==> config.mk <==
export PLATFORM = sky130hd
export DESIGN_NAME = mem_bus_arb
export DESIGN_NICKNAME = d
export VERILOG_FILES = /design/src/rtl/mem_arb_pkg.sv /design/src/rtl/mem_rr_pick.sv /design/src/rtl/mem_bus_arb.sv
export SDC_FILE = /design/constraint.sdc
export NUM_CORES = 1
export LEC_CHECK = 0
export ABC_AREA = 1
export BUFFER_PORTS_ARGS = -buffer_cell sky130_fd_sc_hd__buf_2
export CAP_MARGIN = 25
export CORE_AREA = 2 2 134 136
export DETAILED_ROUTE_END_ITERATION = 10
export DIE_AREA = 0 0 136 138
export PLACE_DENSITY_LB_ADDON = 0.12
export SYNTH_ARGS = -nofsm -noshare
export SYNTH_HDL_FRONTEND = slang
export SYNTH_HIERARCHICAL = 1
export SYNTH_SLANG_ARGS = --single-unit
==> constraint.sdc <==
create_clock -name clk -period 2.97 [get_ports clk]
set_input_delay 0.1485 -clock clk [delete_from_list [all_inputs] [get_ports clk]]
set_output_delay 0.1485 -clock clk [all_outputs]
set_load 0.01 [all_outputs]
==> src/rtl/mem_arb_pkg.sv <==
// Shared definitions for the accelerator memory-port arbiter: FSM encodings,
// default geometry and a one-hot to index helper.
package mem_arb_pkg;

  localparam logic [1:0] IDLE  = 2'd0;
  localparam logic [1:0] GRANT = 2'd1;
  localparam logic [1:0] DRAIN = 2'd2;

  localparam int NREQ_DEF    = 3;
  localparam int AW_DEF      = 32;
  localparam int DW_DEF      = 32;
  localparam int OST_MAX_DEF = 4;
  localparam int MAX_REQ     = 32;

  function automatic int onehot2idx(input logic [MAX_REQ-1:0] oh);
    int idx;
    idx = 0;
    for (int i = 0; i < MAX_REQ; i++) begin
      if (oh[i]) idx = i;
    end
    return idx;
  endfunction

endpackage

==> src/rtl/mem_rr_pick.sv <==
// Combinational round-robin picker: first active request at or after ptr,
// wrapping around the requester vector.
module mem_rr_pick #(
  parameter int NREQ = 3,
  parameter int PW   = 2
) (
  input  logic [NREQ-1:0] req,
  input  logic [PW-1:0]   ptr,
  output logic [NREQ-1:0] win_oh,
  output logic [PW-1:0]   win_idx,
  output logic            any
);

  always_comb begin
    int j;
    j       = 0;
    win_oh  = '0;
    win_idx = '0;
    any     = 1'b0;
    for (int i = 0; i < NREQ; i++) begin
      j = int'(ptr) + i;
      if (j >= NREQ) j = j - NREQ;
      if (!any && req[j]) begin
        any       = 1'b1;
        win_oh[j] = 1'b1;
        win_idx   = PW'(j);
      end
    end
  end

endmodule

==> src/rtl/mem_bus_arb.sv <==
// Round-robin session arbiter for the shared accelerator memory port with
// outstanding-response tracking. Define MEM_BUS_ARB_PERF_EN for per-requester busy counters.
module mem_bus_arb
  import mem_arb_pkg::*;
#(
  parameter int NREQ    = NREQ_DEF,
  parameter int AW      = AW_DEF,
  parameter int DW      = DW_DEF,
  parameter int OST_MAX = OST_MAX_DEF
) (
  input  logic             clk,
  input  logic             rst_n,
  input  logic [NREQ-1:0]    req_i,
  input  logic [NREQ-1:0]    cmd_vld_i,
  output logic [NREQ-1:0]    cmd_rdy_o,
  input  logic [NREQ*AW-1:0] cmd_addr_i,
  input  logic [NREQ*DW-1:0] cmd_data_i,
  input  logic [NREQ-1:0]    cmd_we_i,
  output logic [NREQ-1:0]    rsp_vld_o,
  input  logic [NREQ-1:0]    rsp_rdy_i,
  output logic [DW-1:0]      rsp_data_o,
  output logic             mem_cmd_vld_o,
  input  logic             mem_cmd_rdy_i,
  output logic [AW-1:0]    mem_cmd_addr_o,
  output logic [DW-1:0]    mem_cmd_data_o,
  output logic             mem_cmd_we_o,
  input  logic             mem_rsp_vld_i,
  output logic             mem_rsp_rdy_o,
  input  logic [DW-1:0]    mem_rsp_data_i,
  output logic [NREQ-1:0]  grant_o,
  output logic             err_o
`ifdef MEM_BUS_ARB_PERF_EN
  ,
  output logic [NREQ*32-1:0] perf_busy_o
`endif
);

  localparam int OSTW = $clog2(OST_MAX + 1);
  localparam int PW   = (NREQ > 1) ? $clog2(NREQ) : 1;

  logic [1:0]      state;
  logic [NREQ-1:0] grant_q;
  logic [PW-1:0]   ptr;
  logic [PW-1:0]   own;
  logic [OSTW-1:0] ost_cnt;
  logic [OSTW-1:0] ost_nxt;
  logic            err_q;

  logic [NREQ-1:0] pick_oh;
  logic [PW-1:0]   pick_idx;
  logic            pick_any;

  logic cmd_open;
  logic rsp_route;
  logic cmd_hs;
  logic rsp_hs;
  logic spurious;

  mem_rr_pick #(.NREQ(NREQ), .PW(PW)) u_pick (
    .req     (req_i),
    .ptr     (ptr),
    .win_oh  (pick_oh),
    .win_idx (pick_idx),
    .any     (pick_any)
  );

  assign own        = PW'(onehot2idx(MAX_REQ'(grant_q)));
  assign grant_o    = grant_q;
  assign err_o      = err_q;
  assign rsp_data_o = mem_rsp_data_i;

  // Commands only flow while owning in GRANT with room left; responses with
  // nothing outstanding are swallowed and flagged rather than routed.
  assign cmd_open  = (state == GRANT) && (ost_cnt < OSTW'(OST_MAX));
  assign rsp_route = ((state == GRANT) || (state == DRAIN)) && (ost_cnt != '0);

  always_comb begin
    cmd_rdy_o      = '0;
    rsp_vld_o      = '0;
    mem_cmd_vld_o  = cmd_open & cmd_vld_i[own];
    mem_cmd_addr_o = '0;
    mem_cmd_data_o = '0;
    mem_cmd_we_o   = 1'b0;
    mem_rsp_rdy_o  = mem_rsp_vld_i;
    if (state == GRANT) begin
      mem_cmd_addr_o = cmd_addr_i[own*AW +: AW];
      mem_cmd_data_o = cmd_data_i[own*DW +: DW];
      mem_cmd_we_o   = cmd_we_i[own];
    end
    if (cmd_open) cmd_rdy_o[own] = mem_cmd_rdy_i;
    if (rsp_route) begin
      rsp_vld_o[own] = mem_rsp_vld_i;
      mem_rsp_rdy_o  = rsp_rdy_i[own];
    end
  end

  assign cmd_hs   = mem_cmd_vld_o & mem_cmd_rdy_i;
  assign rsp_hs   = rsp_route & mem_rsp_vld_i & rsp_rdy_i[own];
  assign spurious = ~rsp_route & mem_rsp_vld_i;

  always_comb begin
    ost_nxt = ost_cnt;
    if (cmd_hs && !rsp_hs)      ost_nxt = ost_cnt + OSTW'(1);
    else if (!cmd_hs && rsp_hs) ost_nxt = ost_cnt - OSTW'(1);
  end

  // Session FSM; release decisions use the post-update count so a final
  // response and the req drop may land in the same cycle.
  always_ff @(posedge clk) begin
    if (!rst_n) begin
      state   <= IDLE;
      grant_q <= '0;
      ptr     <= '0;
      ost_cnt <= '0;
      err_q   <= 1'b0;
    end else begin
      ost_cnt <= ost_nxt;
      if (spurious) err_q <= 1'b1;
      case (state)
        IDLE: begin
          if (pick_any) begin
            grant_q <= pick_oh;
            ptr     <= (pick_idx == PW'(NREQ - 1)) ? '0 : pick_idx + PW'(1);
            state   <= GRANT;
          end
        end
        GRANT: begin
          if (!req_i[own]) begin
            if (ost_nxt == '0) begin
              state   <= IDLE;
              grant_q <= '0;
            end else begin
              state <= DRAIN;
            end
          end
        end
        DRAIN: begin
          if (ost_nxt == '0) begin
            state   <= IDLE;
            grant_q <= '0;
          end
        end
        default: begin
          state   <= IDLE;
          grant_q <= '0;
        end
      endcase
    end
  end

`ifdef MEM_BUS_ARB_PERF_EN
  logic [NREQ-1:0][31:0] perf_q;

  always_ff @(posedge clk) begin
    if (!rst_n) begin
      perf_q <= '0;
    end else begin
      for (int k = 0; k < NREQ; k++) begin
        if (grant_q[k] && (perf_q[k] != 32'hFFFF_FFFF)) perf_q[k] <= perf_q[k] + 32'd1;
      end
    end
  end

  assign perf_busy_o = perf_q;
`endif

endmodule

# Yosys cells after proc, flatten, opt, wreduce, memory -nomap -nowiden
# Cells that the tools add are included.
[op_classes]
n_addsub = 8
magnitude_cmp = 12
n_eq_ne = 6
n_shift = 2
mux = 57
bitwise_logic = 10
n_reduce_logical = 21
[ops]
columns = ["cell", "count"]
rows = [
  ["$shiftx A96 B8 Y32", 2],
  ["$mux W32", 5],
  ["$ge A32 B1 Y1 const B", 3],
  ["$lt A32 B4 Y1 const B", 3],
  ["$ge A32 B3 Y1 const B", 2],
  ["$sub A32 B3 Y32 const B", 2],
  ["$mux W3", 10],
  ["$mux W1", 20],
  ["$mux W2", 9],
  ["$bmux W1 S2", 7],
  ["$logic_and A1 B1 Y1", 10],
  ["$pmux W3 S3", 1],
  ["$demux W1 S2", 4],
  ["$and A3 B3 Y3", 2],
  ["$or A3 B3 Y3", 2],
  ["$pmux W2 S3", 1],
  ["$and A1 B1 Y1", 5],
  ["$eq A2 B2 Y1 const B", 2],
  ["$logic_not A1 Y1", 4],
  ["$ne A2 B2 Y1 const B", 2],
  ["$reduce_and A2 Y1", 2],
  ["$add A2 B1 Y3 const B", 1],
  ["$add A2 B2 Y3 const B", 1],
  ["$add A3 B1 Y3 const B", 1],
  ["other kinds (15)", 15],
]
[totals]
register_bits = 11
out_inout_bits = 109

# Logic depth before layout (Yosys ltp)
[depth]
word_depth = 14
ltp_mapped = 17
ltp_nobuf = 16

# Cells and area by module
# The synthesis kept the hierarchy.
[by_module_without_submodules]
columns = ["module", "n_inst", "cells_each", "area_each_um2", "seq_area_each_um2"]
rows = [
  ["mem_bus_arb", 1, 540, 2626.3, 220.2],
  ["mem_rr_pick", 1, 58, 304.0, 0.0],
]

# Least setup slack after synthesis
# OpenSTA, ideal clock, no wires.
[synth_timing]
path_kind = "reg2reg"
start = "reg ptr[0]"
end = "reg state[0]"
setup_ns = 0.113
arrival_time_ns = 1.796
required_ns = 2.857
setup_slack_ns = 1.061
stages_incl_launch_ff = 14
path_buffers = 0
synth_period_minus_slack_ns = 1.909
path_cell_list = "dfxtp_1 -> inv_1 -> ha_1 -> inv_1 -> nand2_1 -> nand3_1 -> nand2_2 -> inv_2 -> nand4_1 -> inv_1 -> a22oi_1 -> nand2_1 -> nor2_1 -> nor2_1"
[synth_between]
elab_chain_len = 14
[synth_lines]
columns = ["element", "line", "source"]
rows = [
  ["start, declared", "mem_bus_arb.sv:43", "logic [PW-1:0] ptr;"],
  ["start signal, assigned", "mem_bus_arb.sv:123", "ptr <= (pick_idx == PW'(NREQ - 1)) ? '0 : pick_idx + PW'(1);"],
  ["parallel branches: the longest is 11 deep, another holds $sub A32 B3 Y32", "--", ""],
  ["$mux W1 *", "mem_rr_pick.sv:23", "if (!any && req[j]) begin"],
  ["via pick_any", "mem_bus_arb.sv:51", "logic pick_any;"],
  ["$ne A2 B2 Y1 (no line) *", "--", ""],
  ["$reduce_and A3 Y1 (no line) *", "--", ""],
  ["end signal, assigned", "mem_bus_arb.sv:111", "state <= IDLE;"],
  ["end signal, assigned", "mem_bus_arb.sv:124", "state <= GRANT;"],
  ["end signal, assigned", "mem_bus_arb.sv:130", "state <= IDLE;"],
  ["end, declared", "mem_bus_arb.sv:41", "logic [1:0] state;"],
]
# Mark *: on every way through the listed nets, which the timed path passes. The select of a mux whose other input is x is not followed.
# A chain may end at the register's enable or synchronous reset.

# Final worst setup path
# Ends and elaborated chain as after synthesis.

==> run summary <==
RSZ-0062 raised after global routing -> false
Post-synth EDFFs -> 0
Max Fclk -> 0.445 GHz
Post-synth top flop -> dfxtp_1
Die width -> 136 µm
WP data required -> 3.10 ns
Number of remaining DRC errors -> 0
Post-synth top cells -> nand2_1, inv_1, nand3_1
Area leader, netlist -> nand2_1
Combinational Power Share -> 82.8%
Via Count -> 4272
# hold bufs at CTS -> 0
Worst Skew -> 0.00391 ns
Clk slew on worst S/H paths -> 0.05 ns
Post-CTS resize count -> 0
Initial antenna violation count -> 0
Yosys warning count -> 6
Fill count -> 2084
First-pass GRT wire length -> 21500 µm
Final core occ -> 25.3%
Global-route usage over all layers -> 14.0%
Post-synth top area share -> 35.5%
Seq pwr share -> 8.6%
Switching share of total power -> 57.1%
Clock Power Share -> 8.6%
Async SR Flop Fraction -> 0%
Final Hold Fails -> 0
Initial core utilization -> 16.7%
Syn Inst Count -> 598
Grt ovf -> 0
Number of CTS-inserted buffers -> 3
Final Wtd Congestion -> 0.793
Crit-path max FO -> 6
Most common cell in the netlist -> nand2_1
Slew HR -> 61.2%
Top cells by area in the synthesized netlist -> nand2_1, inv_1, a22oi_1
CTS tree -> yes
VDD IR max -> 0.000212 V
Tmin final -> 2.25 ns
Layout cell share with drive strength beyond 1 -> 37.3%
Final wirelength -> 14000 µm
Leakage power -> 3.14 nW
Yosys reg bits -> 11
Critical path endpoint category -> register
Vias in the first global route -> 4152
WL/cell -> 13.2 µm
Fin crit share -> 75.7%
Synth cell types -> 25
Initial DRC count -> 162
CTS root buffer -> clkbuf_16
Antenna diode count -> 0
Sinks on Clock Net -> 11
Synth Cell Area -> 0.00293 mm²
Die Area -> 0.0188 mm²
Status -> completed
Core box area -> 0.0175 mm²
Max-cap violations -> 0
Clk_lat worst skew -> 0.24 ns
Post-route ant nets -> 0
Die height -> 138 µm
Sequential standard cell area -> 221 µm²
Crit start category -> register
H-Tree Depth -> 1
Post-CTS setup-driven buffer insertion count -> 0
Synthesis-to-layout area growth -> 51.3%
DP Wirelength -> 11000 µm
CTS max path bufs -> 2
Num rows -> 49
DR pass1 iterations -> 4
I/O pin count -> 349
Synth Net Count -> 848
Syn avg cell area -> 4.90 µm²
Largest net degree at the start of global routing -> 66
Critical path class -> reg -> reg
Critical Path AT -> 2.38 ns
Pwr Total -> 2.95 mW
Area of the multi-input gates -> 0.00198 mm²
Nets -> 1082
Pwr per Cell Area -> 666 mW/mm²
Port bufs -> 284
Worst Hold Class -> in -> reg
Setup tns final -> 0 ns
Switch Pwr -> 1.68 mW
Slew Viols, Final -> 0
Internal -> 1.27 mW
Number of setup violations in the final report -> 0
Vias per cell -> 4.03
Sequential area share after synthesis -> 7.51%
Worst Tran Pin Value -> 0.581 ns
[path summary, 6_finish.rpt]
check	startpoint	to	slack [ns]	cells after the start
hold / removal	mem_rsp_vld_i	err_o$_SDFFE_PN0P_	0.20	3
hold reg to reg	err_o$_SDFFE_PN0P_	err_o$_SDFFE_PN0P_	0.45	2
setup / recovery	ptr[0]$_SDFFE_PN0P_	state[0]$_SDFFE_PN0P_	0.72	13
setup reg to reg	ptr[0]$_SDFFE_PN0P_	state[0]$_SDFFE_PN0P_	0.72	13
[registers in the layout, summed over array words and instances, names as in the netlist]
signal   flops
grant_o      3
ost_cnt      3
ptr          2
state        2
err_o        1
[cell type report]
type	count	share of cell area [%]
multi-input cells	423	44.7
repair buffers	290	33.4
inverters	103	8.72
well taps	229	6.46
flip-flops and latches	11	5.00
clock buffers	4	1.78
[logic make-up after synthesis]
| logic type | after synthesis | share of synthesized area [%] |
|---|---|---|
| flip-flops | 11 | 7.51 |
| AO/OA/AOI/OAI | 49 | 12.0 |
| AND/OR/NAND/NOR | 363 | 50.8 |
| adder cells (fa/ha/maj) | 10 | 4.27 |
| buffers and inverters | 164 | 25.1 |
| XOR/XNOR | 1 | 0.299 |
[power by group through the flow]
stage / Sequential (mW) / Clock [mW] / Combinational [mW]
final: 0.254 / 0.254 / 2.44
after global routing: 0.265 / 0.272 / 2.83
after CTS: 0.256 / 0.261 / 2.47
after detailed placement: 0.258 / 0 / 2.46
after global placement: 0.260 / 0 / 2.51
after floorplan: 0.233 / 0 / 1.69
[worst max-delay path: stages (launching register included)]
cell     delay (ns)
dfxtp_1        0.38
inv_1          0.08
ha_1           0.39
inv_1          0.10
nand2_1        0.07
nand3_1        0.07
nand2_2        0.10
inv_2          0.06
nand4_1        0.09
inv_1          0.05
a22oi_1        0.39
nand2_1        0.19
nor2_1         0.12
nor2_1         0.05
[metrics by stage]
step | cell area [µm²] | setup slack [ns] | std cells | hold slack [ns]
2_1_floorplan | 2930 | 1.06 | 598 | 0.253
3_3_place_gp | 4350 | 0.732 | 1056 | 0.297
3_5_place_dp | 4350 | 0.739 | 1056 | 0.297
4_1_cts | 4430 | 0.707 | 1060 | 0.202
5_1_grt | 4430 | 0.282 | 1060 | 0.229
6_report | 4430 | 0.723 | 1060 | 0.202
[cells in the final DEF (no fill, tap or decap), types with 4 or more instances in the layout]
cell	netlist	routed
o21ai_0	4	4
a22oi_1	40	40
inv_2	5	5
dfxtp_1	11	10
buf_4	32	5
nand2_2	4	4
buf_2	1	284
nand3_1	46	46
ha_1	10	9
nand4_1	5	5
nand2_1	277	277
nor2_1	21	21
inv_1	97	97
[metal layers]
layer	up-vias	GRT usage, %	wire length [µm]
met5	-	0	0
met4	0	2.30	189
met1	1810	17.1	5700
met3	12	2.20	1250
li1	2258	-	-
met2	192	26.0	6830
Power figures use the tool's default switching activity.
